$ cat config.mk
export PLATFORM = sky130hd
export DESIGN_NAME = rx_check_control_module
export DESIGN_NICKNAME = d
export VERILOG_FILES = /design/src/rtl/rx_check_control_module.sv
export SDC_FILE = /design/constraint.sdc
export NUM_CORES = 1
export LEC_CHECK = 0
export CAP_MARGIN = 20
export CORE_UTILIZATION = 35
export DETAILED_ROUTE_END_ITERATION = 12
export GPL_TIMING_DRIVEN = 0
export PLACE_DENSITY = 0.5
export SLEW_MARGIN = 20
export SYNTH_ARGS = -nofsm -noshare
export SYNTH_HDL_FRONTEND = slang
export SYNTH_SLANG_ARGS = --single-unit
$ cat constraint.sdc
create_clock -name CLK -period 3.2 [get_ports CLK]
set_input_delay 0.64 -clock CLK [delete_from_list [all_inputs] [get_ports CLK]]
set_output_delay 0.64 -clock CLK [all_outputs]
set_load 0.02 [all_outputs]
$ cat src/rtl/rx_check_control_module.sv
// Receive-side checker for the UART loopback demo: tracks the repeating FIRST..LAST
// byte pattern and reports lock, a saturating error count and an idle timeout.
module rx_check_control_module #(
  parameter logic [31:0] T_TIMEOUT = 32'd50_000_000,
  parameter logic [7:0]  FIRST     = 8'h0A,
  parameter logic [7:0]  LAST      = 8'h0F,
  parameter int          LOCK_N    = 3
) (
  input  logic       CLK,
  input  logic       RST,
  input  logic       RX_Done_Sig,
  input  logic [7:0] RX_Data,
  output logic       RX_En_Sig,
  output logic [3:0] LED,
  output logic [7:0] Byte_Data,
  output logic       Locked,
  output logic [7:0] Err_Count,
  output logic       Timeout_Sig
);

  localparam int GW = $clog2(LOCK_N + 1);
  localparam logic [GW-1:0] GOOD_MAX = GW'(LOCK_N);
  localparam logic [GW-1:0] GOOD_ONE = GW'(1);
  localparam logic [0:0] S_HUNT  = 1'b0;
  localparam logic [0:0] S_TRACK = 1'b1;

  logic [0:0]    r_state;
  logic [7:0]    r_expected;
  logic [GW-1:0] r_good;
  logic [31:0]   r_idle;
  logic          r_rx_en;
  logic [7:0]    r_byte;
  logic          r_locked;
  logic [7:0]    r_err;
  logic          r_timeout;

  logic w_is_first;
  logic w_match;
  logic w_terminal;

  function automatic logic [7:0] f_err_inc(input logic [7:0] cnt);
    return (cnt == 8'hFF) ? 8'hFF : cnt + 8'd1;
  endfunction

  function automatic logic [GW-1:0] f_good_inc(input logic [GW-1:0] cnt);
    return (cnt >= GOOD_MAX) ? GOOD_MAX : cnt + GOOD_ONE;
  endfunction

  function automatic logic [7:0] f_next_exp(input logic [7:0] cur);
    return (cur == LAST) ? FIRST : cur + 8'd1;
  endfunction

  // RX_Data is only looked at while RX_Done_Sig qualifies it.
  assign w_is_first = RX_Done_Sig && (RX_Data == FIRST);
  assign w_match    = RX_Done_Sig && (RX_Data == r_expected);
  assign w_terminal = (r_idle == T_TIMEOUT - 32'd1);

  always_ff @(posedge CLK) begin
    if (RST) begin
      r_state    <= S_HUNT;
      r_expected <= FIRST;
      r_good     <= '0;
      r_idle     <= '0;
      r_rx_en    <= 1'b0;
      r_byte     <= '0;
      r_locked   <= 1'b0;
      r_err      <= '0;
      r_timeout  <= 1'b0;
    end else begin
      r_rx_en   <= 1'b1;
      r_timeout <= 1'b0;
      if (RX_Done_Sig) r_byte <= RX_Data;
      case (r_state)
        S_HUNT: begin
          r_idle <= '0;
          if (w_is_first) begin
            r_state    <= S_TRACK;
            r_expected <= f_next_exp(FIRST);
            r_good     <= GOOD_ONE;
            r_locked   <= (GOOD_ONE == GOOD_MAX);
          end
        end
        default: begin
          // A byte arriving on the terminal cycle takes priority over the timeout.
          if (RX_Done_Sig) begin
            r_idle <= '0;
            if (w_match) begin
              r_expected <= f_next_exp(r_expected);
              r_good     <= f_good_inc(r_good);
              if (f_good_inc(r_good) == GOOD_MAX) r_locked <= 1'b1;
            end else begin
              r_err    <= f_err_inc(r_err);
              r_locked <= 1'b0;
              if (w_is_first) begin
                r_expected <= f_next_exp(FIRST);
                r_good     <= GOOD_ONE;
              end else begin
                r_state <= S_HUNT;
                r_good  <= '0;
              end
            end
          end else if (w_terminal) begin
            r_state   <= S_HUNT;
            r_locked  <= 1'b0;
            r_good    <= '0;
            r_err     <= f_err_inc(r_err);
            r_timeout <= 1'b1;
            r_idle    <= '0;
          end else begin
            r_idle <= r_idle + 32'd1;
          end
        end
      endcase
    end
  end

  assign RX_En_Sig   = r_rx_en;
  assign Byte_Data   = r_byte;
  assign LED         = r_byte[3:0];
  assign Locked      = r_locked;
  assign Err_Count   = r_err;
  assign Timeout_Sig = r_timeout;

endmodule

Yosys cells after proc, flatten, opt, wreduce, memory -nomap -nowiden
Index checks and enable logic that the tools add are counted.

operators by class
  muxes and demuxes = 29
  order comparisons = 1
  add/sub/neg operators = 4
  bitwise operators = 1
  equality and inequality tests = 10
  reduce and logical (&&, ||, !) cells = 9

operators with widths
  cell                   number
  $mux 8                 9
  $add 32x1->32 const B  1
  $eq 32x26->1 const B   1
  $add 8x1->8 const B    2
  $eq 8x4->1 const B     2
  $mux 1                 14
  $mux 2                 6
  $eq 8x8->1             1
  $eq 8x8->1 const B     1
  $reduce_and 3->1       2
  $ne 2x2->1 const B     2
  $ne 4x3->1 const B     1
  $reduce_bool 2->1      2
  $reduce_or 4->1        1
  $ne 3x2->1 const B     1
  $reduce_or 3->1        1
  $add 2x1->2 const B    1
  $eq 2x2->1 const B     1
  $ge 2x2->1 const B     1
  $logic_and 1x1->1      2
  $reduce_and 2->1       1
  $not 1->1              1

word-level totals
  input bits = 11
  output and inout port bits = 23
  bits in registers = 62
  logic and storage cells = 63

Depth between registers and ports, before layout
  depth in word-level cells = 7
  depth in mapped cells = 8
  depth with buffers taken out = 7

Least setup slack after synthesis
OpenSTA, ideal clock, no wires.

  path type = in2reg
  start = input port RX_Data[4]
  end = register r_expected[3]
  library setup time = 0.079 ns
  data arrival time = 1.839 ns
  stages = 6
  data required time = 3.121 ns
  path slack = 1.282 ns
  buffers on the path = 0
  path through = nor4b_2 nand3b_1 nor4b_4 o211ai_1 a41o_1 o211ai_1

on the way
  longest elaborated chain between the ends = 6
  elaborated cells on any way between the ends = 8
  those cells by class = eq/ne (2); mux (4); reduce/logical (2)

RTL lines
  what                  RTL line  text
  from (decl)           12        input logic [7:0] RX_Data,
  $eq 8x4->1            54        assign w_is_first = RX_Done_Sig && (RX_Data == FIRST);
  $logic_and 1x1->1     54
  $mux 8                n/a
  $mux 8                87        if (w_match) begin
  $mux 8                85        if (RX_Done_Sig) begin
  $mux 8 (*)            73        case (r_state)
  to (signal assigned)  78        r_expected <= f_next_exp(FIRST);
  to (signal assigned)  88        r_expected <= f_next_exp(r_expected);
  to (signal assigned)  95        r_expected <= f_next_exp(FIRST);
  to (decl)             28        logic [7:0] r_expected;

Every way passes the cells marked *; elsewhere a longest branch is shown, timed or not. The select of a mux whose other input is x is not followed.
A chain may end at the register's enable or synchronous reset.

Worst setup path after layout
  start = input port RX_Data[7]
  end = register r_expected[4]

The elaborated chain is that of the path after synthesis.

==> results.md <==
* # IOs at 34
* H-tree levels at 3
* Die area at 9290 um2
* Synth Register Bits at 62
* TritonCTS sink count at 62
* Minimum clock period after layout at 2.33 ns
* Setup TNS at 0 ns
* Worst skew pair latency at 0.34 ns
* CTS max path bufs at 2
* Cell Area, Synth at 3120 um2
* Tcrit/Tclk final at 72.8%
* Yosys cell types at 57
* Clock root buffer master: clkbuf_8
* DP Wirelength at 5.00 mm
* Vias/cell at 4.99
* Hold_ws at 0.442 ns
* DRT Pass-1 Iters at 8
* Leading area contributor after synthesis: dfxtp_1
* Total track usage at 16.1%
* Largest cells by area after synthesis: dfxtp_1 40%, xnor2_1 7.9%, nor2_1 6.6%, nand2_1 3.4%, mux2i_1 2.9%
* Post-CTS setup buffers at 0
* First-pass GRT wire length at 11.3 mm
* Largest net degree at the start of global routing at 11
* Final GP Congestion at 0.793
* RSZ-0062 raised after global routing: no
* CTS Hold Buffers Added at 0
* Starting DRT DRC Count at 65
* Avg WL per Cell at 13.6 um
* CTS tree: yes
* Final Hold Violating Endpoints at 0
* Worst Tran Pin Value at 0.742 ns
* Post_cts resized at 0
* Site Rows at 34
* Leak at 0.00124 uW
* Crit Path Max Fanout at 7
* Vias in the first global route at 2,354
* Final Max Slew Viols at 0
* Setup WS post-layout at 0.871 ns
* Synth Flop Type: dfxtp_1
* Async SR Flop Fraction at 0%
* Post-Syn Nets at 361
* Max cap viols at 0
* Worst-path clk slew at 0.07 ns
* Core ar. at 8680 um2
* Required time worst endpoint at 3.48 ns
* Fin util at 43.2%
* Number of CTS-inserted buffers at 9
* Die W at 96.4 um
* Crit path launch type: input pin
* Cells after DPL at 486
* Via count at 2,499
* Status: finished, violations left
* Min-Delay Path Class: register to register
* Share of cells above drive strength 1 at 13.0%
* N_diodes at 0
* Avg Cell Area, Syn at 8.98 um2
* Mapped Cells at 347
* Peak supply drop at 0.201 mV
* Post-synth EDFFs at 0
* # port buffers at 31
* Layout Nets at 403
* Final cell count without fillers at 501
* Initial Util at 35.9%
* Share of the synthesized area in the top cell type at 39.8%
* Arrival time at the worst endpoint at 2.61 ns
* Final ANT Viol Nets at 0
* Crit Path Class: input pin to register
* P&R area growth vs syn at 20.4%
* Drt total wl at 6.82 mm
* Yosys warns at 0
* Drc violations at 1
* P per Cell Area at 411 nW/um2
* Pre-CTS setup slack at 0.539 ns
* Seq/Total Area, Yosys at 39.8%
* Die height at 96.4 um
* Initial antenna violation count at 0
* Failing checks: DRC
* Clock skew at 0.0135 ns
* Relative slew slack at 50.5%
* # setup viols final at 0
* CP endpoint kind: register
* GRT overflow at 0
* F_max at 429 MHz
==> metrics by stage <==
stage,total power (uW),cell area [um2]
finish,1540,3750
floorplan,842,3120
detailed placement,883,3560
global route,1610,3750
CTS,1570,3750
global placement,883,3560
==> layout by cell type, fill, tap and decap left out, drive strengths merged, types with 2 or more instances in the layout <==
master         count
nand4b             2
clkinv             2
o211ai             2
clkdlybuf4s50     31
buf               14
a311oi             4
and4b              2
dfxtp             62
and4               5
a41oi              2
nor2              57
a21oi              6
nand2             29
clkbuf            17
o21bai             2
nor3               8
nand3b             6
nand3             19
xor2              10
nand2b             3
ha                 3
a211oi             3
nor4               6
and3b              2
and3              12
inv                9
nor4b              4
a31oi              5
mux2i              9
o21ai              3
o31ai              2
nor3b              5
xnor2             28
nand4              8
==> critical path, stage by stage <==
cell,delay [ns]
clkdlybuf4s50_1,0.58
xnor2_1,0.14
nand4_1,0.18
nor3_2,0.43
and3_1,0.22
clkbuf_1,0.22
nand3_1,0.12
nand3_1,0.08
==> area by class of cell <==
type | count | area, um2
Clock inverter | 4 | 47.5
Inverter | 9 | 33.8
Tap cell | 108 | 135
Multi-Input combinational cell | 256 | 1720
Sequential cell | 62 | 1240
Clock buffer | 11 | 141
Timing Repair Buffer | 31 | 310
Fill cell | 892 | 4930
Buffer | 20 | 124
==> cells in the mapped netlist, types with 6 or more instances <==
cell type  count
xnor2_1       28
buf_4          8
xor2_1        10
inv_1          9
nand2_1       28
mux2i_1        9
and3_1        10
dfxtp_1       62
nand4_1        7
a21oi_1        6
nand3_1       17
nand3b_1       6
clkbuf_1       6
nor2_1        55
==> registers in the layout (all words and copies together) (netlist names) <==
| signal | count |
|---|---|
| r_idle | 32 |
| r_state | 1 |
| Locked | 1 |
| r_expected | 8 |
| Err_Count | 8 |
| Timeout_Sig | 1 |
| Byte_Data | 8 |
| r_good | 2 |
| RX_En_Sig | 1 |
==> metal layers <==
metal / vias to the layer above / GRT usage, % / share of wire, %
met5: - / 0 / 0
li1: 1288 / - / -
met3: 5 / 5.21 / 2.9
met2: 28 / 26.2 / 46
met4: 0 / 4.41 / 1.0
met1: 1178 / 20.4 / 50
==> cell families after synthesis <==
family / count (synthesis) / share of synthesized area (%)
AND/OR/NAND/NOR: 173 / 32.4
flip-flops: 62 / 39.8
XOR/XNOR: 38 / 10.7
AO/OA/AOI/OAI: 33 / 7.99
buffers and inverters: 29 / 5.06
multiplexers: 9 / 2.89
adder cells (fa/ha/maj): 3 / 1.20
==> path summary, 6_finish.rpt <==
path	start	to	slack [ns]	cells past startpoint
setup reg to reg	r_idle[21]	r_idle[3]	1.18	7
setup / recovery	RX_Data[7]	r_expected[4]	0.87	8
hold reg to reg	r_idle[0]	r_idle[0]	0.44	1
hold / removal	r_idle[0]	r_idle[0]	0.44	1
==> where the power goes <==
group          internal, uW  leakage [uW]  switching (uW)  total, uW
Combinational          40.7      0.000641            41.7       82.4
Clock                   374     0.0000952             302        677
Sequential              778      0.000501            3.80        782
(Power assumes the default switching activity.)
